<file path="src/rtl/psa_pkg.sv">
// rtl/psa_pkg.sv - shared constants and saturation helper for psa_16bit
package psa_pkg;

    localparam int WIDTH = 16;
    localparam int NIB   = 4;
    localparam int NUM_NIBS = WIDTH / NIB;

    localparam logic [NIB-1:0] SAT_POS_NIB = 4'h7;
    localparam logic [NIB-1:0] SAT_NEG_NIB = 4'h8;

    // Clamp value for an overflowing nibble; the operand sign gives the direction.
    function automatic logic [NIB-1:0] sat_nib(input logic operand_sign);
        return operand_sign ? SAT_NEG_NIB : SAT_POS_NIB;
    endfunction

endpackage

</file>
<file path="src/rtl/cla_4bit.sv">
// rtl/cla_4bit.sv - 4-bit carry-lookahead adder slice with signed overflow and group P/G
module cla_4bit (
    input  logic [3:0] a,
    input  logic [3:0] b,
    input  logic       cin,
    output logic [3:0] s,
    output logic       cout,
    output logic       ovf,
    output logic       p_g,
    output logic       g_g
);

    logic [3:0] w_p;
    logic [3:0] w_g;
    logic [4:0] w_c;

    assign w_p = a ^ b;
    assign w_g = a & b;

    assign w_c[0] = cin;
    assign w_c[1] = w_g[0] | (w_p[0] & cin);
    assign w_c[2] = w_g[1] | (w_p[1] & w_g[0]) | (w_p[1] & w_p[0] & cin);
    assign w_c[3] = w_g[2] | (w_p[2] & w_g[1]) | (w_p[2] & w_p[1] & w_g[0])
                  | (w_p[2] & w_p[1] & w_p[0] & cin);

    assign p_g = &w_p;
    assign g_g = w_g[3] | (w_p[3] & w_g[2]) | (w_p[3] & w_p[2] & w_g[1])
               | (w_p[3] & w_p[2] & w_p[1] & w_g[0]);

    assign w_c[4] = g_g | (p_g & cin);
    assign cout   = w_c[4];
    assign s      = w_p ^ w_c[3:0];

    // Operands agree in sign but the result does not.
    assign ovf = (a[3] == b[3]) && (s[3] != a[3]);

endmodule

</file>
<file path="src/rtl/psa_16bit.sv">
// rtl/psa_16bit.sv - registered 16-bit add/sub with parallel 4x4-bit saturating mode
module psa_16bit
    import psa_pkg::*;
(
    input  logic              i_clk,
    input  logic              i_rst,
    input  logic [WIDTH-1:0]  A,
    input  logic [WIDTH-1:0]  B,
    input  logic              Sub,
    input  logic              pad,
    output logic [WIDTH-1:0]  Sum,
    output logic              Ovfl
);

    logic [WIDTH-1:0]    w_b_eff;
    logic [WIDTH-1:0]    w_raw;
    logic [WIDTH-1:0]    w_sum;
    logic [NUM_NIBS-1:0] w_cin;
    logic [NUM_NIBS-1:0] w_cout;
    logic [NUM_NIBS-1:0] w_ovf;
    logic [NUM_NIBS-1:0] w_pg;
    logic [NUM_NIBS-1:0] w_gg;
    logic                w_ovfl;
    logic                w_unused_cout;

    logic [WIDTH-1:0]    r_sum;
    logic                r_ovfl;

    assign w_b_eff = Sub ? ~B : B;

    // Block-level lookahead chain; sub-word mode isolates each nibble at the subtract carry-in.
    assign w_cin[0] = Sub;
    genvar gi;
    generate
        for (gi = 1; gi < NUM_NIBS; gi++) begin : g_carry
            assign w_cin[gi] = pad ? Sub : (w_gg[gi-1] | (w_pg[gi-1] & w_cin[gi-1]));
        end

        for (gi = 0; gi < NUM_NIBS; gi++) begin : g_nib
            cla_4bit u_cla (
                .a    (A[gi*NIB +: NIB]),
                .b    (w_b_eff[gi*NIB +: NIB]),
                .cin  (w_cin[gi]),
                .s    (w_raw[gi*NIB +: NIB]),
                .cout (w_cout[gi]),
                .ovf  (w_ovf[gi]),
                .p_g  (w_pg[gi]),
                .g_g  (w_gg[gi])
            );

            assign w_sum[gi*NIB +: NIB] = (pad && w_ovf[gi]) ? sat_nib(A[gi*NIB + NIB - 1])
                                                             : w_raw[gi*NIB +: NIB];
        end
    endgenerate

    assign w_unused_cout = ^w_cout;

    // In 16-bit mode only the top slice's sign rule applies.
    assign w_ovfl = pad ? (|w_ovf) : w_ovf[NUM_NIBS-1];

    always_ff @(posedge i_clk) begin
        if (i_rst) begin
            r_sum  <= '0;
            r_ovfl <= 1'b0;
        end else begin
            r_sum  <= w_sum;
            r_ovfl <= w_ovfl;
        end
    end

    assign Sum  = r_sum;
    assign Ovfl = r_ovfl;

endmodule

</file>
<file path="config.mk">
export PLATFORM = sky130hd
export DESIGN_NAME = psa_16bit
export DESIGN_NICKNAME = d
export VERILOG_FILES = /design/src/rtl/psa_pkg.sv /design/src/rtl/cla_4bit.sv /design/src/rtl/psa_16bit.sv
export SDC_FILE = /design/constraint.sdc
export NUM_CORES = 1
export LEC_CHECK = 0
export ABC_AREA = 1
export CORE_MARGIN = 2
export CORE_UTILIZATION = 45
export CTS_CLUSTER_SIZE = 25
export DETAILED_ROUTE_END_ITERATION = 10
export HOLD_SLACK_MARGIN = 0.1
export PLACE_DENSITY = 0.78
export RECOVER_POWER = 100
export SETUP_SLACK_MARGIN = 0.1
export SLEW_MARGIN = 40
export SYNTH_ARGS = -nofsm -noshare
export SYNTH_HDL_FRONTEND = slang
export SYNTH_HIERARCHICAL = 1
export SYNTH_SLANG_ARGS = --single-unit
</file>
<file path="constraint.sdc">
create_clock -name i_clk -period 3.7 [get_ports i_clk]
set_input_delay 0.74 -clock i_clk [delete_from_list [all_inputs] [get_ports i_clk]]
set_output_delay 0.74 -clock i_clk [all_outputs]
set_load 0.005 [all_outputs]
</file>
# == Word-level counts from Yosys, hierarchy flattened ==
# Index checks and enable logic that the tools add are counted.
# totals
register_bits,17
output_inout_bits,17
# classes
n_eq_ne,8
n_mux,13
n_bitwise,103
n_reduce_logical,12
# ops
op,count
$and A1 B1 Y1,54
$or A1 B1 Y1,36
$mux W4,8
$xor A4 B4 Y4,8
$mux W16,1
$not A16 Y16,1
$and A4 B4 Y4,3
$reduce_and A4 Y1,3
$logic_and A1 B1 Y1,8
$eq A1 B1 Y1,4
$mux W1,4
$ne A1 B1 Y1,4
$reduce_or A4 Y1,1
$and A3 B3 Y3,1

# == Logic depth before layout (Yosys ltp) ==
# Gate-level depths: netlist of run 1.
# depth
depth_word,22
depth_mapped,25
depth_no_buf,24

# == By module ==
# Netlist of run 1, hierarchy kept.
# modules_own_cells
mod,instances,cells_per_inst,area_each_um2,seq_area_each_um2
psa_16bit,1,99,794.5,340.3
cla_4bit (g_nib[2].u_cla ...),2,36,225.2,0.0
cla_4bit (g_nib[0].u_cla ...),2,36,215.2,0.0

# == Worst setup path after synthesis of run 1 ==
# OpenSTA, ideal clock, no wires.
# synth_timing
path_type,input port to flip-flop
from,input port Sub
to,"register r_sum[12], in the netlist Sum[12]"
setup_ns,0.070
arrival_ns,3.119
slack_ns,0.510
cell_stages,24
cell_sequence,buf_6 > buf_4 > xor2_1 > ha_1 > nand2_1 > nand2_1 > nand2_2 > o21ai_1 > inv_1 > nand2_1 > nand2_1 > nand2_2 > nand2_1 > nand2_1 > nand2_1 > nand2_1 > nand4_1 > nand3_1 > nand2_1 > nor2_1 > nand2_1 > nor2_1 > inv_1 > a21oi_1
# synth_between
elab_cells_between_ends,59
# synth_lines
item,line_no,text
start: declaration,psa_16bit.sv:9,"input logic Sub,"
$mux W16 *,psa_16bit.sv:29,assign w_b_eff = Sub ? ~B : B;
via w_b_eff[5],psa_16bit.sv:15,logic [WIDTH-1:0] w_b_eff;
$and A4 B4 Y4 or $xor A4 B4 Y4 (tied branches),"cla_4bit.sv:18, cla_4bit.sv:17",
$and A1 B1 Y1 (on tied branches),"cla_4bit.sv:27, cla_4bit.sv:28",
$or A1 B1 Y1 or $and A1 B1 Y1 (tied branches),"cla_4bit.sv:27, cla_4bit.sv:28",
$or A1 B1 Y1 *,cla_4bit.sv:28,| (w_p[3] & w_p[2] & w_p[1] & w_g[0]);
via w_gg[1],psa_16bit.sv:22,logic [NUM_NIBS-1:0] w_gg;
$or A1 B1 Y1 *,n/a,
(+1 left out),n/a,
via w_cin[2],psa_16bit.sv:18,logic [NUM_NIBS-1:0] w_cin;
(+3 left out),n/a,
via w_cin[3],psa_16bit.sv:18,
$and A1 B1 Y1 *,cla_4bit.sv:24,| (w_p[2] & w_p[1] & w_p[0] & cin);
$or A1 B1 Y1 *,cla_4bit.sv:24,
$xor A4 B4 Y4 *,cla_4bit.sv:32,assign s = w_p ^ w_c[3:0];
$ne A1 B1 Y1 *,cla_4bit.sv:35,assign ovf = (a[3] == b[3]) && (s[3] != a[3]);
$logic_and A1 B1 Y1 *,cla_4bit.sv:35,
via w_ovf[3],psa_16bit.sv:20,logic [NUM_NIBS-1:0] w_ovf;
$logic_and A1 B1 Y1 *,psa_16bit.sv:51,assign w_sum[gi*NIB +: NIB] = (pad && w_ovf[gi]) ? sat_nib(A[gi*NIB + NIB - 1])
$mux W4 *,psa_16bit.sv:51,
end signal: assignment,psa_16bit.sv:66,r_sum <= w_sum;
end: declaration,psa_16bit.sv:26,logic [WIDTH-1:0] r_sum;
# Mark *: on every way through the listed nets, which the timed path passes. The rest lies on a longest branch.
# A chain may end at the register's enable or synchronous reset.

# == Worst setup path after layout of run 1 ==
# layout_timing
from,input port B[1]
to,"register r_sum[14], in the netlist Sum[14]"
# layout_between
elab_chain_len,21
elab_cells_between_ends,28
# layout_lines
item,line_no,text
start: declaration,psa_16bit.sv:8,"input logic [WIDTH-1:0] B,"
$not A16 Y16,psa_16bit.sv:29,
$mux W16 *,psa_16bit.sv:29,
via w_b_eff[1],psa_16bit.sv:15,
$and A4 B4 Y4 or $xor A4 B4 Y4 (tied branches),"cla_4bit.sv:18, cla_4bit.sv:17",
$and A1 B1 Y1 (on tied branches),"cla_4bit.sv:27, cla_4bit.sv:28",
$or A1 B1 Y1 or $and A1 B1 Y1 (tied branches),"cla_4bit.sv:27, cla_4bit.sv:28",
$or A1 B1 Y1 *,cla_4bit.sv:28,
via w_gg[0],psa_16bit.sv:22,
(+2 left out),n/a,
via w_cin[1],psa_16bit.sv:18,
(+3 left out),n/a,
via w_cin[2],psa_16bit.sv:18,
(+3 left out),n/a,
via w_cin[3],psa_16bit.sv:18,
$and A1 B1 Y1 *,cla_4bit.sv:24,
$or A1 B1 Y1 *,cla_4bit.sv:24,
$xor A4 B4 Y4 *,cla_4bit.sv:32,
$ne A1 B1 Y1 *,cla_4bit.sv:35,
$logic_and A1 B1 Y1 *,cla_4bit.sv:35,
via w_ovf[3],psa_16bit.sv:20,
$logic_and A1 B1 Y1 *,psa_16bit.sv:51,
$mux W4 *,psa_16bit.sv:51,
# Marked as above.

==> out/metrics.yaml, run 1 <==
status: "finished clean"
ys_warn_count: 6
drt-pass1-iter-count: 4
layout.nets: 352
finalWeightedCongestion: 0.8141
min_path_type: "input pin to flip-flop"
fmax_mhz: 299.7
die_w_um: 63.89
die-area_um2: 4082
syn_avg_cell_area_um2: 6.987
drc: 0
fin_ws_ns: 0.3629
grt_antenna_before_repair: 0
vdd_drop_max_uv: 127.3
finalSetupViolCount: 0
clkTransAtPathRegs_ns: 0.11
layout-drive-gt1-share_pct: 10.17
cts_inserted_buffers: 3
synth_fp_nets: 287
syn2layout_area_growth_pct: 41.40
tns_ns: 0
start_kind: "input pin"
cp_max_fo: 5
slew_headroom_pct: 57.52
postRouteAntennaNets: 0
grt_max_degree: 18
initial_core_util_pct: 47.62
drt-total-wl_um: 3529
drt_iter0_drc: 49
finalCritPeriodShare_pct: 90.19
tightest_slew_ns: 0.6352
dpl-instance-area_um2: 2245
die_h_um: 63.89
timing.final.hold_violations: 0
cp-end-kind: "flip-flop"
required_ns: 3.92
core_um2: 3390
syn_inst: 231
worstPathArrival_ns: 3.56
grt_pass1_vias: 1467
cts_buffer_depth: 2
dp.cells: 336
ios: 53
vias: 1645
viasPerCell: 4.824
syn-cell-area_um2: 1614
portBuffers: 52
criticalPathCategory: "input pin to flip-flop"
p_per_area_nw_per_um2: 319.6
cap_violations: 0
antenna_cells: 0
power.total_mw: 0.7294
power_leakage_nw: 1.164
rows: 21
cts_root_buf: "clkbuf_4"
finalNonFillerCells: 341
cts_sinks: 17
grt_use_total_pct: 18.26
grt_pass1_wl_um: 6023
finalCriticalPeriod_ns: 3.337
drv_slew: 0
cts_tree: "built"
dp_hpwl_um: 2980
pre_cts_ws_ns: -0.1645
final_cell_area_um2: 2282
gr-total-overflow: 0
htreeDepth: 1
post_drt_wl_per_cell_um: 10.35
-- critical path, stage by stage --
cell and delay (ns):
clkdlybuf4s50_1 0.42, xor2_1 0.15, ha_1 0.32, nand2_1 0.06, nand2_1 0.07, nand2_2 0.08
o21ai_0 0.16, nand2_1 0.09, nand3_2 0.09, nand2_1 0.05, nand2_1 0.05, nand2_1 0.06
nand2_2 0.07, nand2_1 0.05, nand2_1 0.07, nand2_1 0.06, nand2_1 0.08, nand4_1 0.15
nand3_1 0.13, nand2_1 0.06, nor2_2 0.12, nand2_2 0.10, nor2_2 0.13, inv_1 0.08
a21oi_1 0.12
-- cell type report --
type / instances / area, µm²
clock buffers: 3 / 22.52
clock inverters: 1 / 5.005
fillers: 301 / 1107
inverters: 34 / 127.6
multi-input cells: 175 / 1116
flip-flops and latches: 17 / 340.3
well taps: 46 / 57.56
repair buffers: 65 / 613.1
-- sequential cells by signal (all words and copies together) (netlist names) --
signal / flops
Ovfl: 1
Sum: 16
-- layer usage --
| layer | wire length (µm) | vias up | GRT usage [%] |
|---|---|---|---|
| met4 | 34 | 0 | 5.707 |
| met3 | 122 | 4 | 2.289 |
| met2 | 1965 | 40 | 35.55 |
| li1 | - | 859 | - |
| met5 | 0 | - | 0 |
| met1 | 1407 | 742 | 20.13 |
-- placed cells by master, fill, tap and decap left out --
| cell | instances |
|---|---|
| nand4_1 | 4 |
| clkinv_2 | 1 |
| or2_4 | 2 |
| ha_1 | 16 |
| clkbuf_4 | 3 |
| buf_4 | 11 |
| o21ai_1 | 6 |
| nand2_1 | 52 |
| xnor2_1 | 4 |
| nand3_1 | 8 |
| nor3_1 | 4 |
| fa_1 | 4 |
| dlymetal6s2s_1 | 1 |
| o21ai_0 | 1 |
| or2_0 | 2 |
| clkdlybuf4s50_1 | 34 |
| a21oi_1 | 25 |
| nor2_2 | 2 |
| nand3_2 | 1 |
| nor2_1 | 13 |
| inv_1 | 32 |
| clkbuf_1 | 2 |
| a31oi_1 | 1 |
| dfxtp_1 | 17 |
| dlygate4sd3_1 | 17 |
| nand2_4 | 3 |
| xor2_1 | 20 |
| clkinv_1 | 2 |
| nand2_2 | 7 |
-- path summary, 6_finish.rpt --
kind / from / to / depth (start not counted)
worst max-delay path: B[1] / Sum[14] / 25
worst min-delay path: A[15] / Sum[15] / 3
-- timing repair --
item                                    CTS  global route
endpoints found under the setup margin    0             9
gates resized for setup                   0             4
hold buffers                              0             0
endpoints found under the hold margin     0             0
buffers inserted                          0             1
-- power by group --
group          internal, mW  leakage [nW]  switching, mW
logic                 0.205          1.01          0.198
registers             0.217         0.142        0.00631
clock network        0.0402        0.0177         0.0627
-- stage by stage --
| stage | hold slack, ns | utilization, % |
|---|---|---|
| final | 1.155 | 67.33 |
| after global routing | 1.179 | 67.33 |
| after CTS | 1.168 | 67.04 |
| after detailed placement | 1.439 | 66.22 |
| after global placement | 1.439 | 66.22 |
| after floorplan | 0.9512 | - |
Power figures use the tool's default switching activity.
==> inputs of run 2 (changes only) <==
--- a/config.mk
+++ b/config.mk
@@ -10,6 +10,7 @@
 export CORE_UTILIZATION = 45
 export CTS_CLUSTER_SIZE = 25
 export DETAILED_ROUTE_END_ITERATION = 10
+export GPL_ROUTABILITY_DRIVEN = 0
 export HOLD_SLACK_MARGIN = 0.1
 export PLACE_DENSITY = 0.78
 export RECOVER_POWER = 100
==> constraint.sdc (replaced) <==
create_clock -name i_clk -period 3.63 [get_ports i_clk]
set_input_delay 0.726 -clock i_clk [delete_from_list [all_inputs] [get_ports i_clk]]
set_output_delay 0.726 -clock i_clk [all_outputs]
set_load 0.005 [all_outputs]
==> run 2 against run 1 <==
Clock power barely moved. Power increased by 2.0%. Global-route usage decreased by 1.4 points. Worst setup slack worse by 0.0019 ns. Critical path depth unchanged. Cell count increased by 0.29%. Sequential power is 2% higher. Design area up 0.93%. Hold slack hardly changed. Non-clock buffer count grew 1. Largest power group unchanged. Sequential cell count unchanged.
==> out/metrics.yaml, run 2 (synthesis results as in run 1) <==
status: "finished clean"
crit_start: "B[1]"
p_per_area_nw_per_um2: 323.1  # +1.1%
cts_sinks: 17  # unchanged
post_drt_wl_per_cell_um: 9.868  # -4.6%
die_w_um: 63.89  # unchanged
drt-total-wl_um: 3375  # -4.4%
cp_max_fo: 5  # unchanged
die-area_um2: 4082  # unchanged
grt_max_degree: 18  # unchanged
crit_top_cell: "nand2_1"
gr-total-overflow: 0  # unchanged
antenna_cells: 0  # unchanged
multi_input_area_um2: 1122  # +0.56%
layout.nets: 353  # +0.28%
layout_common_cells: "nand2_1 (53), clkdlybuf4s50_1 (34), inv_1 (31)"
drt-pass1-iter-count: 4  # unchanged
p_int_mw: 0.4765  # +3.0%
postRouteAntennaNets: 0  # unchanged
netSwitchingPower_mw: 0.2678  # +0.47%
ios: 53  # unchanged
finalNonFillerCells: 342  # +0.29%
finalCriticalPeriod_ns: 3.269
cts_inserted_buffers: 3  # unchanged
hold_path_depth: 3  # unchanged
grt_antenna_before_repair: 0  # unchanged
cts_root_buf: "clkbuf_4"
grt_use_total_pct: 16.83  # -1.4 points
swShare_pct: 35.98  # -0.57 points
min_to: "Sum[15]"
cp-end-kind: "flip-flop"
drt_iter0_drc: 41  # -16%
criticalPathCategory: "input pin to flip-flop"
slowest_delay_ns: 0.41  # about the same
cap_violations: 0  # unchanged
syn2layout_area_growth_pct: 42.71
fill_cells: 305  # +1.3%
initial_core_util_pct: 47.62  # unchanged
seqCellArea_um2: 340.3  # unchanged
dp.cells: 337  # +0.30%
tightest_slew_ns: 0.6315  # -0.003618 ns
final_core_util_pct: 67.96  # +0.63 points
largest_reg_flops: 16  # unchanged
vias: 1614  # -1.9%
timing.final.hold_violations: 0  # unchanged
power_frac_comb_pct: 55.8  # +0.6 points
dp_hpwl_um: 2870  # -3.7%
hp-start: "A[15]"
min_path_type: "input pin to flip-flop"
slew_headroom_pct: 57.77  # +0.24 points
seqPwrFrac_pct: 30.6  # about the same
finalSetupViolCount: 0  # unchanged
grt_pass1_wl_um: 5671  # -5.8%
grt_pass1_vias: 1415  # -3.5%
layout-drive-gt1-share_pct: 11.15  # +0.98 points
die_h_um: 63.89  # unchanged
cp_slowest_cell: "clkdlybuf4s50_1"
p_clk_share_pct: 13.6  # -0.5 points
postCtsHoldBufs: 0  # unchanged
rows: 21  # unchanged
viasPerCell: 4.719  # -2.2%
fmax_mhz: 305.9
vdd_drop_max_uv: 123.1  # -3.3%
grt_setup_unrepaired: "no"
htreeDepth: 1  # unchanged
start_kind: "input pin"
drc: 0  # unchanged
finalCritPeriodShare_pct: 90.06
cts_tree: "built"
drv_slew: 0  # unchanged
core_um2: 3390  # unchanged
cts_buffer_depth: 2  # unchanged
clkTransAtPathRegs_ns: 0.10  # about the same
final_common_cell: "nand2_1"
portBuffers: 52  # unchanged
required_ns: 3.78  # -0.14 ns
power_leakage_nw: 1.173  # +0.71%
worstPathArrival_ns: 3.42  # -0.14 ns
==> run 2: final cells by class <==
| class | instances | area share, % |
|---|---|---|
| multi-input combinational | 175 | 48.72 |
| clock buffer | 3 | 0.9777 |
| timing repair buffer | 66 | 27.27 |
| tap | 46 | 2.499 |
| clock inverter | 1 | 0.2173 |
| inverter | 34 | 5.540 |
| sequential | 17 | 14.77 |
==> run 2: worst max-delay path, delay by kind of cell <==
| family | cells | cell delay [ns] |
|---|---|---|
| AO/OA/AOI/OAI | 2 | 0.20 |
| XOR/XNOR | 1 | 0.15 |
| adder cells (fa/ha/maj) | 1 | 0.32 |
| buffers and inverters | 2 | 0.59 |
| AND/OR/NAND/NOR | 19 | 1.43 |
==> run 2: worst max path at each step <==
stage	depth (start not counted)	slack, ns	end
floorplan	24	0.50	Sum[12]
finish	25	0.36	Sum[14]
global placement	22	-0.02	Ovfl
detailed placement	24	-0.18	Sum[14]
global route	25	0.004	Sum[14]
CTS	24	0.12	Sum[14]
==> run 2: metrics by stage <==
step	setup WS [ns]	hold slack [ns]	TNS, ns	area [µm²]	total power [mW]
6_report	0.3610	1.155	0	2303	0.7443
5_1_grt	0.003908	1.184	0	2303	0.8110
4_1_cts	0.1168	1.162	0	2280	0.7586
3_5_place_dp	-0.1751	1.426	-0.6341	2252	0.6581
3_3_place_gp	-0.02315	1.425	-0.08097	2252	0.6497
2_1_floorplan	0.4990	0.9372	0	1614	0.4858
==> run 2: power groups by stage <==
| stage | clock network (mW) | logic, mW | registers [mW] |
|---|---|---|---|
| after floorplan | 0 | 0.246 | 0.240 |
| after global placement | 0 | 0.416 | 0.234 |
| after detailed placement | 0 | 0.423 | 0.235 |
| after CTS | 0.103 | 0.425 | 0.231 |
| after global routing | 0.112 | 0.467 | 0.232 |
| final | 0.101 | 0.415 | 0.228 |
==> run 2: what timing repair did <==
action | CTS | global route
buffers inserted | 0 | 1
resized for setup | 0 | 8
setup endpoints to repair | 0 | 9
==> run 2: per-layer routing <==
| layer | share of wire, % | track usage, % |
|---|---|---|
| met1 | 42 | 19.76 |
| met2 | 53 | 32.16 |
| met3 | 3.6 | 2.113 |
| met4 | 0.56 | 3.533 |
| met5 | 0 | 0 |
==> inputs of run 3 (changes only) <==
--- a/config.mk
+++ b/config.mk
@@ -6,6 +6,7 @@
 export NUM_CORES = 1
 export LEC_CHECK = 0
 export ABC_AREA = 1
+export ABC_CLOCK_PERIOD_IN_PS = 3630
 export CORE_MARGIN = 2
 export CORE_UTILIZATION = 45
 export CTS_CLUSTER_SIZE = 25
==> results of run 3 <==
The final DEF is identical to that of run 2; final timing and power are the same.
